==> src/rtl/chip_prog_receiver_pkg.sv <==
// Shared types and constants for the serial gain-programming receiver.
package chip_prog_receiver_pkg;

    localparam int unsigned GAINA1_W      = 2;
    localparam int unsigned GAINA2_W      = 3;
    localparam int unsigned FRAME_W       = GAINA1_W + GAINA2_W;
    localparam int unsigned NBITS_DEFAULT = 5;

    typedef enum logic [1:0] {
        sIDLE  = 2'd0,
        sSHIFT = 2'd1,
        sDONE  = 2'd2
    } state_t;

    // Frame layout once fully shifted in: first bit received lands in gain_a1[0].
    typedef struct packed {
        logic [GAINA2_W-1:0] gain_a2;
        logic [GAINA1_W-1:0] gain_a1;
    } frame_t;

endpackage

==> src/rtl/sync_ff.sv <==
// Multi-flop synchronizer for a single asynchronous bit, with selectable reset level.
module sync_ff #(
    parameter int unsigned DEPTH   = 2,
    parameter logic        RST_VAL = 1'b1
) (
    input  logic clk,
    input  logic rst,
    input  logic d,
    output logic q
);

    logic [DEPTH-1:0] ff;

    always_ff @(posedge clk or posedge rst) begin
        if (rst) begin
            ff <= {DEPTH{RST_VAL}};
        end else begin
            ff[0] <= d;
            for (int i = 1; i < int'(DEPTH); i++) begin
                ff[i] <= ff[i-1];
            end
        end
    end

    assign q = ff[DEPTH-1];

endmodule

==> src/rtl/chip_prog_receiver.sv <==
// Receives one LSB-first serial frame from an external programmer and latches the
// amplifier gain codes; once a full frame is applied the block is locked until reset.
module chip_prog_receiver
    import chip_prog_receiver_pkg::*;
#(
    parameter int unsigned NBITS       = NBITS_DEFAULT,
    parameter int unsigned TIMEOUT     = 64,
    parameter int unsigned SYNC_STAGES = 2
) (
    input  logic                i_mainclk,
    input  logic                i_reset,
    input  logic                i_sclk,
    input  logic                i_sdin,
    output logic [GAINA1_W-1:0] o_gainA1,
    output logic [GAINA2_W-1:0] o_gainA2,
    output logic                o_ready
);

    localparam int unsigned CNT_W = $clog2(NBITS + 1);
    localparam int unsigned TMO_W = $clog2(TIMEOUT + 1);
    localparam logic [CNT_W-1:0] CNT_LAST = CNT_W'(NBITS);
    localparam logic [TMO_W-1:0] TMO_LAST = TMO_W'(TIMEOUT - 1);

    logic               sclk_s;
    logic               sdin_s;
    logic               sclk_d;
    logic               rise;
    state_t             state;
    logic [CNT_W-1:0]   bit_cnt;
    logic [TMO_W-1:0]   tmo_cnt;
    frame_t             sreg;
    logic [FRAME_W-1:0] sreg_shifted;

    sync_ff #(.DEPTH(SYNC_STAGES), .RST_VAL(1'b1)) u_sync_sclk (
        .clk (i_mainclk),
        .rst (i_reset),
        .d   (i_sclk),
        .q   (sclk_s)
    );

    sync_ff #(.DEPTH(SYNC_STAGES), .RST_VAL(1'b1)) u_sync_sdin (
        .clk (i_mainclk),
        .rst (i_reset),
        .d   (i_sdin),
        .q   (sdin_s)
    );

    assign rise         = sclk_s & ~sclk_d;
    assign sreg_shifted = {sdin_s, sreg[FRAME_W-1:1]};

    // Frame FSM; a rise always wins over the timeout terminal count.
    always_ff @(posedge i_mainclk or posedge i_reset) begin
        if (i_reset) begin
            state    <= sIDLE;
            bit_cnt  <= '0;
            tmo_cnt  <= '0;
            sreg     <= '0;
            sclk_d   <= 1'b1;
            o_gainA1 <= '0;
            o_gainA2 <= '0;
            o_ready  <= 1'b0;
        end else begin
            sclk_d <= sclk_s;
            case (state)
                sIDLE: begin
                    if (rise) begin
                        sreg    <= frame_t'(sreg_shifted);
                        bit_cnt <= CNT_W'(1);
                        tmo_cnt <= '0;
                        state   <= sSHIFT;
                    end
                end
                sSHIFT: begin
                    if (bit_cnt == CNT_LAST) begin
                        o_gainA1 <= sreg.gain_a1;
                        o_gainA2 <= sreg.gain_a2;
                        o_ready  <= 1'b1;
                        state    <= sDONE;
                    end else if (rise) begin
                        sreg    <= frame_t'(sreg_shifted);
                        bit_cnt <= bit_cnt + CNT_W'(1);
                        tmo_cnt <= '0;
                    end else if (tmo_cnt == TMO_LAST) begin
                        sreg    <= '0;
                        bit_cnt <= '0;
                        tmo_cnt <= '0;
                        state   <= sIDLE;
                    end else begin
                        tmo_cnt <= tmo_cnt + TMO_W'(1);
                    end
                end
                sDONE: begin
                    state <= sDONE;
                end
                default: begin
                    state <= sIDLE;
                end
            endcase
        end
    end

endmodule
==> config.mk <==
export PLATFORM = sky130hd
export DESIGN_NAME = chip_prog_receiver
export DESIGN_NICKNAME = d
export VERILOG_FILES = /design/src/rtl/chip_prog_receiver_pkg.sv /design/src/rtl/sync_ff.sv /design/src/rtl/chip_prog_receiver.sv
export SDC_FILE = /design/constraint.sdc
export NUM_CORES = 1
export LEC_CHECK = 0
export CORE_MARGIN = 2
export CORE_UTILIZATION = 55
export CTS_CLUSTER_SIZE = 12
export DETAILED_ROUTE_END_ITERATION = 8
export GPL_TIMING_DRIVEN = 0
export MAX_ROUTING_LAYER = met4
export PLACE_DENSITY = 0.75
export RECOVER_POWER = 100
export REMOVE_ABC_BUFFERS = 1
export SETUP_SLACK_MARGIN = 0.2
export SKIP_CTS_REPAIR_TIMING = 1
export SYNTH_ARGS = -nofsm -noshare
export SYNTH_HDL_FRONTEND = slang
export SYNTH_SLANG_ARGS = --single-unit
==> constraint.sdc <==
create_clock -name i_mainclk -period 1.85 [get_ports i_mainclk]
set_input_delay 0.185 -clock i_mainclk [delete_from_list [all_inputs] [get_ports i_mainclk]]
set_output_delay 0.185 -clock i_mainclk [all_outputs]
set_load 0.02 [all_outputs]
---- Word-level counts from Yosys, hierarchy flattened ----
Cells that the tools add are included.
W data, S select, Z words.
storage, ports and cells
  bits in registers ....................... 28
  bits of input ports ..................... 4
  word-level logic and storage cells ...... 50
operators by class
  add/subtract/negate cells ............... 2
  eq/ne operators ......................... 9
  mux-type cells .......................... 20
  bitwise operators ....................... 2
  reductions and logical operators ........ 6
operators with widths
  operator               count
  $mux W7                4
  $mux W5                4
  $pmux W7 S2            1
  $mux W3                4
  $pmux W5 S2            1
  $ne A3 B3 Y1 const B   3
  $mux W2                4
  $add A7 B1 Y7 const B  1
  $eq A7 B6 Y1 const B   1
  $pmux W2 S3            1
  $pmux W3 S2            1
  $reduce_and A3 Y1      2
  $ne A2 B2 Y1 const B   2
  $reduce_and A4 Y1      1
  $add A3 B1 Y3 const B  1
  $eq A3 B3 Y1 const B   1
  $eq A2 B1 Y1 const B   1
  $eq A2 B2 Y1 const B   1
  $logic_not A2 Y1       1
  $reduce_and A2 Y1      1
  $reduce_bool A2 Y1     1
  $and A1 B1 Y1          1
  $not A1 Y1             1

---- Logic depth before layout (Yosys ltp) ----
Gate-level depths: netlist (run 1).
  depth after elaboration ................. 5
  gate-level depth with buffers ........... 6
  depth with buffers taken out ............ 6

---- By module ----
A second synthesis (run 1) with hierarchy kept.
second synthesis, totals
  cell total of the unflattened synthesis .. 101
  area, all modules ....................... 1,221.2 um2
modules (own cells, without submodules)
  module              times used  cells an instance  area each (um2)  sequential area each (um2)
  chip_prog_receiver  1           95                 1,108.6          601.8
  sync_ff             2           3                  56.3             52.6

---- Worst setup path before layout (run 1) ----
No wires, ideal clock.
  kind .................................... register -> register
  start ................................... register bit_cnt[0]
  end ..................................... register tmo_cnt[4]
  library setup time ...................... 0.076 ns
  data arrival time ....................... 1.454 ns
  data required time ...................... 1.774 ns
  slack ................................... 0.320 ns
  cell stages (with the launch flop) ...... 6
  clock period less this slack ............ 1.530 ns
  cell sequence ........................... dfrtp_1 > ha_1 > nand3_1 > o211ai_2 > or4_1 > o21ai_1
on the way
  longest elaborated chain between the ends .. 3
RTL lines
  element                             line                      RTL
  start: declaration                  chip_prog_receiver.sv:29  logic [CNT_W-1:0] bit_cnt;
  start signal: assignment            chip_prog_receiver.sv:81  bit_cnt <= bit_cnt + CNT_W'(1);
  $eq A3 B3 Y1                        chip_prog_receiver.sv:74  if (bit_cnt == CNT_LAST) begin
  $ne A2 B2 Y1 (no source line)       -
  $reduce_and A3 Y1 (no source line)  -
  end signal: assignment              chip_prog_receiver.sv:89  tmo_cnt <= tmo_cnt + TMO_W'(1);
  end: declaration                    chip_prog_receiver.sv:30  logic [TMO_W-1:0] tmo_cnt;
Every way passes these cells.
A chain may end at the register's enable or synchronous reset.

---- Worst setup path after layout (run 1) ----
  start ................................... register u_sync_sclk.ff[1]
  end ..................................... register tmo_cnt[4]
on the way
  longest elaborated chain between the ends .. 4
  elaborated cells on any way between the ends .. 6
  classes of those cells .................. eq/ne (1); mux (3); bitwise (1); reduce/logical (1)
RTL lines
  element                           line                      RTL
  start: declaration                sync_ff.sv:12             logic [DEPTH-1:0] ff;
  start signal: assignment          sync_ff.sv:16             ff <= {DEPTH{RST_VAL}};
  start signal: indexed assignment  sync_ff.sv:20             ff[i] <= ff[i-1];
  $and A1 B1 Y1 (*)                 chip_prog_receiver.sv:48  assign rise = sclk_s & ~sclk_d;
  $mux W7                           chip_prog_receiver.sv:79  end else if (rise) begin
  $mux W7                           chip_prog_receiver.sv:74
  $pmux W7 S2                       chip_prog_receiver.sv:64  case (state)
Mark *: on every way between the ends. The rest lies on a longest branch, timed or not. The select of a mux whose other input is x is not followed.

==> metrics.txt, run 1 <==
# TYPE chip_impl_metric gauge
chip_impl_metric{name="drive_above_1_share",unit="%"} 21.3
chip_impl_metric{name="clock_path_buffers",unit=""} 2
chip_impl_info{name="critPathCaptureType",value="register"} 1
chip_impl_metric{name="nNetsFinal",unit=""} 116
chip_impl_metric{name="max_clock_freq",unit="MHz"} 594
chip_impl_metric{name="syn-instance-count",unit=""} 91
chip_impl_info{name="final_common_cell",value="sky130_fd_sc_hd__dfrtp_1"} 1
chip_impl_metric{name="final_core_utilization",unit="%"} 70.7
chip_impl_metric{name="hold_violations",unit=""} 0
chip_impl_metric{name="first_iter_violations",unit=""} 6
chip_impl_metric{name="finClkSkew",unit="ns"} 0.00480
chip_impl_metric{name="grt_antenna_before_repair",unit=""} 0
chip_impl_metric{name="floorplan.die_area",unit="sq um"} 2580
chip_impl_info{name="cts_tree",value="yes"} 1
chip_impl_metric{name="clock_slew_at_the_register_clock_pins_of_the_worst_setup_and_hold_paths",unit="ns"} 0.14
chip_impl_metric{name="setup_viol",unit=""} 0
chip_impl_metric{name="drt_first_pass_iters",unit=""} 3
chip_impl_metric{name="leakage",unit="uW"} 0.000642
chip_impl_metric{name="simple_gate_area_share_of_the_yosys_netlist",unit="%"} 12.4
chip_impl_metric{name="buffer_ports.inserted",unit=""} 9
chip_impl_info{name="rsz0062_at_grt",value="false"} 1
chip_impl_metric{name="synth_xor_area_share",unit="%"} 0
chip_impl_metric{name="fillCellCount",unit=""} 138
chip_impl_metric{name="post_synth_mux_area_share",unit="%"} 6.45
chip_impl_metric{name="core",unit="sq um"} 2000
chip_impl_metric{name="routedWlPerCell",unit="um"} 15.3
chip_impl_metric{name="dr_total_vias",unit=""} 770
chip_impl_metric{name="fin_setup_tns",unit="ns"} 0
chip_impl_metric{name="period_minus_slack",unit="ns"} 1.68
chip_impl_metric{name="critical_path_required",unit="ns"} 2.11
chip_impl_metric{name="yosys.area_share.adder",unit="%"} 3.12
chip_impl_info{name="timing_worst_setup_path_type",value="register to register"} 1
chip_impl_metric{name="area_growth",unit="%"} 17.7
chip_impl_metric{name="final_max_slew_viol_count",unit=""} 0
chip_impl_metric{name="count_of_state_elements_after_synthesis",unit=""} 28
chip_impl_metric{name="power_per_unit_of_standard_cell_area",unit="nW/um^2"} 1510
chip_impl_metric{name="cts_made_buffers",unit=""} 3
chip_impl_metric{name="detailedPlace.worstSlack",unit="ns"} 0.186
chip_impl_metric{name="tightestPinTransition",unit="ns"} 0.991
chip_impl_metric{name="wire_length_of_the_first_global_routing_pass",unit="um"} 3250
chip_impl_metric{name="grt_remaining_overflow",unit=""} 0
chip_impl_metric{name="mappedNetlistArea",unit="sq um"} 1200
chip_impl_info{name="clockRootBuffer",value="sky130_fd_sc_hd__clkbuf_4"} 1
chip_impl_metric{name="synth_warnings",unit=""} 0
chip_impl_metric{name="grt_usage",unit="%"} 17.9
chip_impl_metric{name="timing.slew.headroom",unit="%"} 33.9
chip_impl_metric{name="antenna-diode-count",unit=""} 0
chip_impl_metric{name="via_count_of_the_first_global_routing_pass",unit=""} 726
chip_impl_metric{name="final_cell_area",unit="sq um"} 1420
chip_impl_info{name="setup.worst_path.start_class",value="register"} 1
chip_impl_metric{name="synth_cell_type_count",unit=""} 31
chip_impl_metric{name="timing.final.crit_share",unit="%"} 91.0
chip_impl_metric{name="path_max_fanout",unit=""} 8
chip_impl_info{name="holdCritPathClass",value="register to register"} 1
chip_impl_metric{name="rows",unit=""} 16
chip_impl_metric{name="setup_slack",unit="ns"} 0.166
chip_impl_metric{name="pin_count_of_the_biggest_net_entering_global_routing",unit=""} 29
chip_impl_info{name="run_status",value="finished, final reports clean"} 1
chip_impl_metric{name="synth_compound_area_share",unit="%"} 18.0
chip_impl_metric{name="ys_seq_area_share",unit="%"} 58.8
chip_impl_metric{name="finalWeightedCongestion",unit=""} 0.807
chip_impl_metric{name="total_detailed_routing_wirelength",unit="um"} 2070
chip_impl_metric{name="cts-htree-levels",unit=""} 1
chip_impl_metric{name="post_detailed_route_via_to_cell_ratio",unit=""} 5.70
chip_impl_metric{name="clock-sinks",unit=""} 28
chip_impl_metric{name="ant_nets",unit=""} 0
chip_impl_metric{name="overall_die_height",unit="um"} 50.8
chip_impl_metric{name="maxCapViolations",unit=""} 0
chip_impl_metric{name="initial_core_util",unit="%"} 60.1
chip_impl_metric{name="hpwlAfterDp",unit="um"} 1380
chip_impl_info{name="synth_top_family_by_area",value="compound AO/OA/AOI/OAI gates"} 1
chip_impl_metric{name="irDropWorstVdd",unit="mV"} 0.884
chip_impl_metric{name="route.detailed.drc",unit=""} 0
chip_impl_metric{name="clk-insertion-delay-late",unit="ns"} 0.32
chip_impl_metric{name="placedInstanceArea",unit="sq um"} 1330
chip_impl_metric{name="die_w",unit="um"} 50.8
chip_impl_metric{name="cp.arrival",unit="ns"} 1.94
chip_impl_metric{name="io-pin-count",unit=""} 10
chip_impl_info{name="final_cell_mix",value="sky130_fd_sc_hd__dfrtp_1, sky130_fd_sc_hd__a22o_1, sky130_fd_sc_hd__dlygate4sd3_1, sky130_fd_sc_hd__mux2_1"} 1
chip_impl_metric{name="syn_area_per_cell",unit="sq um"} 13.2
[cell type report]
type / instances / area, sq um / area share [%]
Clock buffer: 4 / 36.3 / 2.56
Inverter: 4 / 15.0 / 1.06
Multi-Input combinational cell: 59 / 503 / 35.5
Sequential cell: 28 / 707 / 50.0
Tap cell: 27 / 33.8 / 2.39
Timing Repair Buffer: 13 / 120 / 8.49
[flip-flops by register name, summed over array words and instances, names as in the netlist]
register,count
o_gainA2,3
u_sync_sclk.ff,2
sclk_d,1
sreg,5
state,2
u_sync_sdin.ff,2
bit_cnt,3
tmo_cnt,7
o_ready,1
o_gainA1,2
[cell families after synthesis]
group	count (synthesis)
buffers and inverters	4
muxes	7
AOI/OAI and AO/OA	26
adders and majority gates	3
and+or+nand+nor	23
DFF	28
[final timing paths]
kind,depth (start not counted),slack [ns],end,from
worst min register to register,0,0.37,u_sync_sdin.ff[1],u_sync_sdin.ff[0]
worst max-delay path,4,0.17,tmo_cnt[4],u_sync_sclk.ff[1]
worst max register to register,4,0.17,tmo_cnt[4],u_sync_sclk.ff[1]
min in group asynchronous,2,0.51,o_gainA2[2],i_reset
worst min-delay path,0,0.37,u_sync_sdin.ff[1],u_sync_sdin.ff[0]
max in group asynchronous,2,0.74,tmo_cnt[4],i_reset
[cells in the mapped netlist]
master                     number  area share [%]
sky130_fd_sc_hd__inv_1          4             1.2
sky130_fd_sc_hd__nor2_1         3            0.94
sky130_fd_sc_hd__o211a_1        1            0.83
sky130_fd_sc_hd__nand2b_1       2             1.0
sky130_fd_sc_hd__nor2_2         1            0.52
sky130_fd_sc_hd__mux2_1         5             4.7
sky130_fd_sc_hd__a22o_1        11             8.0
sky130_fd_sc_hd__and2b_4        1            0.83
sky130_fd_sc_hd__o211ai_2       1             1.0
sky130_fd_sc_hd__or2b_1         1            0.62
sky130_fd_sc_hd__or4_1          1            0.62
sky130_fd_sc_hd__nand2_2        1            0.52
sky130_fd_sc_hd__a21boi_1       1            0.62
sky130_fd_sc_hd__mux2_2         1            0.94
sky130_fd_sc_hd__dfstp_2        5              11
sky130_fd_sc_hd__nand3_2        2             1.7
sky130_fd_sc_hd__o21ai_1        4             1.7
sky130_fd_sc_hd__nand3_1        1            0.42
sky130_fd_sc_hd__nor2b_4        1             1.1
sky130_fd_sc_hd__dfrtp_1       23              48
sky130_fd_sc_hd__a21oi_1        2            0.83
sky130_fd_sc_hd__o311ai_4       1             2.2
sky130_fd_sc_hd__nand2_1        2            0.62
sky130_fd_sc_hd__nor2b_1        3             1.6
sky130_fd_sc_hd__nor3_1         2            0.83
sky130_fd_sc_hd__a32o_1         1            0.83
sky130_fd_sc_hd__ha_1           3             3.1
sky130_fd_sc_hd__o21ai_0        3             1.2
sky130_fd_sc_hd__a31o_1         1            0.73
sky130_fd_sc_hd__mux2i_1        1            0.83
sky130_fd_sc_hd__and3_1         2             1.0
[critical path, cell delays in order, from the launching register on]
cell and delay (ns):
sky130_fd_sc_hd__dfstp_1 0.56, sky130_fd_sc_hd__nor2b_2 0.30, sky130_fd_sc_hd__o211ai_4 0.16, sky130_fd_sc_hd__or4_1 0.52, sky130_fd_sc_hd__o21ai_1 0.08
[metrics by stage]
step                instances  power [uW]  hold WS (ns)
floorplan                  91        1520         0.189
global placement          127        1750         0.346
detailed placement        127        1790         0.348
CTS                       131        2080         0.241
global route              135        2290         0.360
finish                    135        2140         0.368
[routing by layer]
metal | wire [um] | global-route usage, % | up-vias
met5 | 0 | - | -
met4 | 8 | 4.95 | 0
met3 | 50 | 5.36 | 2
met2 | 1010 | 29.2 | 9
met1 | 1000 | 21.9 | 389
li1 | - | - | 370
[power breakdown]
part,internal (uW),switching (uW),total (uW),leakage (uW)
logic,446,479,926,0.000271
registers,793,134,927,0.000350
clock network,120,168,289,0.0000210
Power figures use the tool's default switching activity.
==> run 2: changes to the inputs <==
==> constraint.sdc (replaced) <==
create_clock -name i_mainclk -period 1.92 [get_ports i_mainclk]
set_input_delay 0.192 -clock i_mainclk [delete_from_list [all_inputs] [get_ports i_mainclk]]
set_output_delay 0.192 -clock i_mainclk [all_outputs]
set_load 0.02 [all_outputs]
==> run 2 against run 1 <==
  * Power is 5.9% lower
  * Non-clock buffer count did not move
  * Sequential share of layout area grew 0.99 points
  * Clock-buffer cell count did not move
  * Setup slack gained 0.078 ns
  * Register-to-register slack improved by 0.08 ns
  * Core utilization fell by 1.4 points
  * Clock power fell by 4%
  * Highest routed layer unchanged
==> metrics.txt, run 2 (same netlist as run 1, synthesis figures left out) <==
# TYPE chip_impl_metric gauge
chip_impl_metric{name="min_path_cells",unit=""} 0
chip_impl_info{name="r2r_end",value="tmo_cnt[0]"} 1
chip_impl_metric{name="hold_violations",unit=""} 0
chip_impl_metric{name="hpwlAfterDp",unit="um"} 1380
chip_impl_metric{name="tightestPinTransition",unit="ns"} 0.991
chip_impl_metric{name="cts_made_buffers",unit=""} 3
chip_impl_info{name="holdCritPathClass",value="register to register"} 1
chip_impl_metric{name="irDropWorstVdd",unit="mV"} 0.840
chip_impl_metric{name="finClkSkew",unit="ns"} 0.00687
chip_impl_metric{name="path_max_fanout",unit=""} 5
chip_impl_info{name="setup.worst_path.start_class",value="register"} 1
chip_impl_info{name="crit-reg2reg-launch",value="tmo_cnt[0]"} 1
chip_impl_metric{name="total_detailed_routing_wirelength",unit="um"} 1930
chip_impl_metric{name="antenna-diode-count",unit=""} 0
chip_impl_info{name="leading_registers_by_flop_count",value="tmo_cnt (7), sreg (5)"} 1
chip_impl_metric{name="final.hold.worst_slack",unit="ns"} 0.368
chip_impl_metric{name="ant_nets",unit=""} 0
chip_impl_metric{name="overall_die_height",unit="um"} 50.8
chip_impl_metric{name="period_minus_slack",unit="ns"} 1.68
chip_impl_metric{name="maxCapViolations",unit=""} 0
chip_impl_metric{name="core",unit="sq um"} 2000
chip_impl_info{name="final_cell_mix",value="sky130_fd_sc_hd__dfrtp_1, sky130_fd_sc_hd__a22o_1, sky130_fd_sc_hd__dlygate4sd3_1, sky130_fd_sc_hd__mux2_1"} 1
chip_impl_metric{name="detailedPlace.worstSlack",unit="ns"} 0.256
chip_impl_info{name="final_common_cell",value="sky130_fd_sc_hd__dfrtp_1"} 1
chip_impl_metric{name="via_count_of_the_first_global_routing_pass",unit=""} 726
chip_impl_info{name="critPathCaptureType",value="register"} 1
chip_impl_metric{name="timing.slew.headroom",unit="%"} 33.9
chip_impl_metric{name="setup_slack",unit="ns"} 0.244
chip_impl_info{name="cts_tree",value="yes"} 1
chip_impl_metric{name="worst-r2r-setup-slack",unit="ns"} 0.24
chip_impl_info{name="clockRootBuffer",value="sky130_fd_sc_hd__clkbuf_4"} 1
chip_impl_metric{name="first_iter_violations",unit=""} 15
chip_impl_info{name="hold_path_startpoint",value="u_sync_sdin.ff[0]"} 1
chip_impl_info{name="rsz0062_at_grt",value="false"} 1
chip_impl_metric{name="grt_usage",unit="%"} 17.9
chip_impl_metric{name="clk-insertion-delay-late",unit="ns"} 0.32
chip_impl_info{name="register_with_the_most_flip_flops",value="tmo_cnt"} 1
chip_impl_metric{name="drt_first_pass_iters",unit=""} 3
chip_impl_metric{name="power_per_unit_of_standard_cell_area",unit="nW/um^2"} 1450
chip_impl_metric{name="grt_remaining_overflow",unit=""} 0
chip_impl_metric{name="io-pin-count",unit=""} 10
chip_impl_metric{name="wire_length_of_the_first_global_routing_pass",unit="um"} 3250
chip_impl_metric{name="dr_total_vias",unit=""} 765
chip_impl_metric{name="leakage",unit="uW"} 0.000636
chip_impl_metric{name="cp.arrival",unit="ns"} 1.90
chip_impl_metric{name="rows",unit=""} 16
chip_impl_metric{name="post_detailed_route_via_to_cell_ratio",unit=""} 5.67
chip_impl_metric{name="final_core_utilization",unit="%"} 69.3
chip_impl_info{name="hold_end",value="u_sync_sdin.ff[1]"} 1
chip_impl_metric{name="route.detailed.drc",unit=""} 0
chip_impl_metric{name="largest_reg_flops",unit=""} 7
chip_impl_metric{name="cts-htree-levels",unit=""} 1
chip_impl_metric{name="nNetsFinal",unit=""} 116
chip_impl_info{name="timing_worst_setup_path_type",value="register to register"} 1
chip_impl_metric{name="floorplan.die_area",unit="sq um"} 2580
chip_impl_metric{name="fin_setup_tns",unit="ns"} 0
chip_impl_metric{name="final_max_slew_viol_count",unit=""} 0
chip_impl_metric{name="max_clock_freq",unit="MHz"} 597
chip_impl_metric{name="drive_above_1_share",unit="%"} 17.6
chip_impl_metric{name="die_w",unit="um"} 50.8
chip_impl_metric{name="grt_antenna_before_repair",unit=""} 0
chip_impl_metric{name="critical_path_required",unit="ns"} 2.15
chip_impl_metric{name="area_growth",unit="%"} 15.4
chip_impl_metric{name="dp.cells",unit=""} 127
chip_impl_metric{name="initial_core_util",unit="%"} 60.1
chip_impl_metric{name="clock-sinks",unit=""} 28
chip_impl_metric{name="buffer_ports.inserted",unit=""} 9
chip_impl_metric{name="timing.final.crit_share",unit="%"} 87.3
chip_impl_metric{name="r2r.worst_path.cells",unit=""} 5
chip_impl_metric{name="finalWeightedCongestion",unit=""} 0.807
chip_impl_metric{name="fillCellCount",unit=""} 139
chip_impl_metric{name="clock_path_buffers",unit=""} 2
chip_impl_metric{name="setup_viol",unit=""} 0
chip_impl_metric{name="layoutNonFillerInstCount",unit=""} 135
chip_impl_metric{name="clock_slew_at_the_register_clock_pins_of_the_worst_setup_and_hold_paths",unit="ns"} 0.14
chip_impl_info{name="run_status",value="finished, final reports clean"} 1
chip_impl_metric{name="pin_count_of_the_biggest_net_entering_global_routing",unit=""} 29
chip_impl_metric{name="routedWlPerCell",unit="um"} 14.3
-- run 2: cell types whose count changed in the layout (fill, tap and decap cells not counted), sizes merged --
| cell | previous run | this run |
|---|---|---|
| dlygate4sd3 | 9 | 6 |
| clkdlybuf4s50 | 0 | 3 |
-- run 2: how the worst max path moves through the flow --
stage,startpoint,endpoint,slack [ns]
after floorplan,bit_cnt[0],tmo_cnt[4],0.39
after global placement,bit_cnt[0],tmo_cnt[4],0.27
after detailed placement,bit_cnt[0],tmo_cnt[4],0.26
after CTS,bit_cnt[0],tmo_cnt[4],0.23
after global routing,tmo_cnt[0],bit_cnt[1],0.12
final,tmo_cnt[0],tmo_cnt[0],0.24
-- run 2: layout make-up --
| class | count | area [sq um] | share of cell area (%) |
|---|---|---|---|
| flip-flops and latches | 28 | 707 | 50.9 |
| multi-input cells | 59 | 475 | 34.3 |
| repair buffers | 13 | 120 | 8.66 |
| clock buffers | 4 | 36.3 | 2.61 |
| well taps | 27 | 33.8 | 2.43 |
| inverters | 4 | 15.0 | 1.08 |
-- run 2: critical path: stages (launching register included) --
cell                       delay (ns)
sky130_fd_sc_hd__dfrtp_1         0.39
sky130_fd_sc_hd__ha_2            0.19
sky130_fd_sc_hd__nand3_1         0.20
sky130_fd_sc_hd__o311ai_4        0.36
sky130_fd_sc_hd__nor2_1          0.16
sky130_fd_sc_hd__mux2_2          0.29
-- run 2: power by group --
group	switching, uW	leakage [uW]	total (uW)	internal [uW]
Combinational	442	0.000265	855	413
Sequential	119	0.000350	883	764
Clock	161	0.0000210	277	116
-- run 2: per-layer routing --
| layer | track usage [%] | part of all wire (%) | wire [um] | vias up |
|---|---|---|---|---|
| li1 | - | - | - | 371 |
| met1 | 21.9 | 48 | 936 | 383 |
| met2 | 29.2 | 48 | 934 | 9 |
| met3 | 5.36 | 2.6 | 50 | 2 |
| met4 | 4.95 | 0.41 | 8 | 0 |
| met5 | - | 0 | 0 | - |
-- run 2: through the flow --
step	total power, uW	instance area, sq um
detailed placement	1720	1330
global route	2160	1390
CTS	2010	1360
floorplan	1470	1200
finish	2010	1390
global placement	1690	1330
==> run 3: changes to the inputs <==
--- a/config.mk
+++ b/config.mk
@@ -6,12 +6,11 @@
 export NUM_CORES = 1
 export LEC_CHECK = 0
 export CORE_MARGIN = 2
-export CORE_UTILIZATION = 55
+export CORE_UTILIZATION = 45
 export CTS_CLUSTER_SIZE = 12
 export DETAILED_ROUTE_END_ITERATION = 8
-export GPL_TIMING_DRIVEN = 0
 export MAX_ROUTING_LAYER = met4
-export PLACE_DENSITY = 0.75
+export PLACE_DENSITY = 0.63
 export RECOVER_POWER = 100
 export REMOVE_ABC_BUFFERS = 1
 export SETUP_SLACK_MARGIN = 0.2
==> run 3 against run 2 <==
  * Setup slack got worse by 0.0056 ns
  * Power fell by 5.9%
  * Clock power fell by 12%
  * Clock-buffer cell count did not move
  * Clock skew barely moved
  * Sequential power barely moved
  * Register-to-register slack barely moved
  * Critical endpoint is now tmo_cnt[4]
  * Largest cell class unchanged
==> metrics.txt, run 3 (same netlist as run 1, synthesis figures left out) <==
# TYPE chip_impl_metric gauge
chip_impl_info{name="run_status",value="finished, final reports clean"} 1
chip_impl_metric{name="hpwlAfterDp",unit="um"} 1420
chip_impl_metric{name="io-pin-count",unit=""} 10
chip_impl_metric{name="maxCapViolations",unit=""} 0
chip_impl_metric{name="wire_length_of_the_first_global_routing_pass",unit="um"} 3320
chip_impl_metric{name="timing.slew.headroom",unit="%"} 72.7
chip_impl_metric{name="timing.final.crit_share",unit="%"} 87.6
chip_impl_info{name="register_with_the_most_flip_flops",value="tmo_cnt"} 1
chip_impl_info{name="crit-reg2reg-launch",value="bit_cnt[0]"} 1
chip_impl_metric{name="path_max_fanout",unit=""} 8
chip_impl_metric{name="die_w",unit="um"} 55.7
chip_impl_info{name="holdCritPathClass",value="primary input to async pin"} 1
chip_impl_metric{name="fin_setup_tns",unit="ns"} 0
chip_impl_metric{name="largest_reg_flops",unit=""} 7
chip_impl_metric{name="nNetsFinal",unit=""} 113
chip_impl_info{name="r2r_end",value="tmo_cnt[4]"} 1
chip_impl_metric{name="final_max_slew_viol_count",unit=""} 0
chip_impl_info{name="cts_tree",value="yes"} 1
chip_impl_metric{name="clock_slew_at_the_register_clock_pins_of_the_worst_setup_and_hold_paths",unit="ns"} 0.14
chip_impl_metric{name="clk-insertion-delay-late",unit="ns"} 0.32
chip_impl_metric{name="clock_path_buffers",unit=""} 2
chip_impl_metric{name="pin_count_of_the_biggest_net_entering_global_routing",unit=""} 29
chip_impl_metric{name="post_detailed_route_via_to_cell_ratio",unit=""} 5.56
chip_impl_metric{name="clock-sinks",unit=""} 28
chip_impl_info{name="timing_worst_setup_path_type",value="register to register"} 1
chip_impl_metric{name="floorplan.die_area",unit="sq um"} 3100
chip_impl_metric{name="cts_made_buffers",unit=""} 3
chip_impl_metric{name="finClkSkew",unit="ns"} 0.00718
chip_impl_metric{name="cts-htree-levels",unit=""} 1
chip_impl_metric{name="period_minus_slack",unit="ns"} 1.68
chip_impl_metric{name="hold_violations",unit=""} 0
chip_impl_metric{name="dp.cells",unit=""} 131
chip_impl_metric{name="critical_path_required",unit="ns"} 2.18
chip_impl_metric{name="antenna-diode-count",unit=""} 0
chip_impl_metric{name="grt_remaining_overflow",unit=""} 0
chip_impl_metric{name="rows",unit=""} 18
chip_impl_metric{name="worst-r2r-setup-slack",unit="ns"} 0.24
chip_impl_metric{name="dr_total_vias",unit=""} 750
chip_impl_info{name="critical_path.startpoint",value="bit_cnt[0]"} 1
chip_impl_info{name="setup.worst_path.start_class",value="register"} 1
chip_impl_metric{name="ant_nets",unit=""} 0
chip_impl_metric{name="route.detailed.drc",unit=""} 0
chip_impl_metric{name="grt_antenna_before_repair",unit=""} 0
chip_impl_metric{name="leakage",unit="uW"} 0.000625
chip_impl_metric{name="drive_above_1_share",unit="%"} 12.4
chip_impl_info{name="final_common_cell",value="sky130_fd_sc_hd__dfrtp_1"} 1
chip_impl_metric{name="max_clock_freq",unit="MHz"} 595
chip_impl_metric{name="power_per_unit_of_standard_cell_area",unit="nW/um^2"} 1410
chip_impl_metric{name="r2r.worst_path.cells",unit=""} 5
chip_impl_metric{name="initial_core_util",unit="%"} 48.1
chip_impl_metric{name="irDropWorstVdd",unit="mV"} 0.706
chip_impl_metric{name="layoutNonFillerInstCount",unit=""} 135
chip_impl_metric{name="first_iter_violations",unit=""} 27
chip_impl_metric{name="cp.arrival",unit="ns"} 1.95
chip_impl_metric{name="grt_usage",unit="%"} 14.3
chip_impl_metric{name="overall_die_height",unit="um"} 55.7
chip_impl_metric{name="drt_first_pass_iters",unit=""} 4
chip_impl_metric{name="tightestPinTransition",unit="ns"} 0.409
chip_impl_info{name="rsz0062_at_grt",value="true"} 1
chip_impl_metric{name="area_growth",unit="%"} 12.2
chip_impl_info{name="final_cell_mix",value="sky130_fd_sc_hd__dfrtp_1, sky130_fd_sc_hd__a22o_1, sky130_fd_sc_hd__dlygate4sd3_1, sky130_fd_sc_hd__mux2_1, sky130_fd_sc_hd__o21ai_0"} 1
chip_impl_metric{name="via_count_of_the_first_global_routing_pass",unit=""} 719
chip_impl_metric{name="routedWlPerCell",unit="um"} 14.6
chip_impl_metric{name="total_detailed_routing_wirelength",unit="um"} 1970
chip_impl_info{name="critPathCaptureType",value="register"} 1
chip_impl_metric{name="final_core_utilization",unit="%"} 54.0
chip_impl_metric{name="buffer_ports.inserted",unit=""} 9
chip_impl_metric{name="setup_viol",unit=""} 0
chip_impl_metric{name="final.hold.worst_slack",unit="ns"} 0.340
chip_impl_metric{name="finalWeightedCongestion",unit=""} 0.800
chip_impl_info{name="clockRootBuffer",value="sky130_fd_sc_hd__clkbuf_4"} 1
chip_impl_metric{name="core",unit="sq um"} 2500
chip_impl_info{name="leading_registers_by_flop_count",value="tmo_cnt (7), sreg (5)"} 1
[run 3: how the worst max path moves through the flow]
stage / depth (start not counted) / slack (ns) / endpoint
after floorplan: 5 / 0.39 / tmo_cnt[4]
after global placement: 5 / 0.26 / tmo_cnt[4]
after detailed placement: 5 / 0.24 / tmo_cnt[4]
after CTS: 5 / 0.22 / tmo_cnt[4]
after global routing: 5 / 0.14 / tmo_cnt[0]
final: 5 / 0.24 / tmo_cnt[4]
[run 3: area by class of cell]
class                           instances  area [sq um]
Fill cell                             211          1150
Sequential cell                        28           707
Clock buffer                            4          26.3
Inverter                                4          15.0
Timing Repair Buffer                   10          97.6
Tap cell                               30          37.5
Multi-Input combinational cell         59           465
[run 3: routing by layer]
layer / GRT usage (%) / wire length [um]
met1: 18.5 / 969
met2: 21.9 / 905
met3: 4.19 / 78
met4: 4.18 / 13
met5: - / 0
[run 3: report_power, final]
part           switching (uW)  internal [uW]  total, uW
clock                     164           81.3        245
combinational             424            345        769
sequential                118            764        882
[run 3: worst max-delay path, cell delays in order, from the launching register on]
cell	delay (ns)
sky130_fd_sc_hd__dfrtp_1	0.44
sky130_fd_sc_hd__ha_1	0.23
sky130_fd_sc_hd__nand3_1	0.11
sky130_fd_sc_hd__o211ai_2	0.21
sky130_fd_sc_hd__or4_1	0.55
sky130_fd_sc_hd__o21ai_1	0.08
[run 3: metrics by stage]
step	total power [uW]	cell area (sq um)	setup WS (ns)
floorplan	1470	1200	0.390
global route	2040	1350	0.136
finish	1900	1350	0.238
detailed placement	1720	1340	0.239
CTS	1970	1360	0.220
global placement	1700	1340	0.264
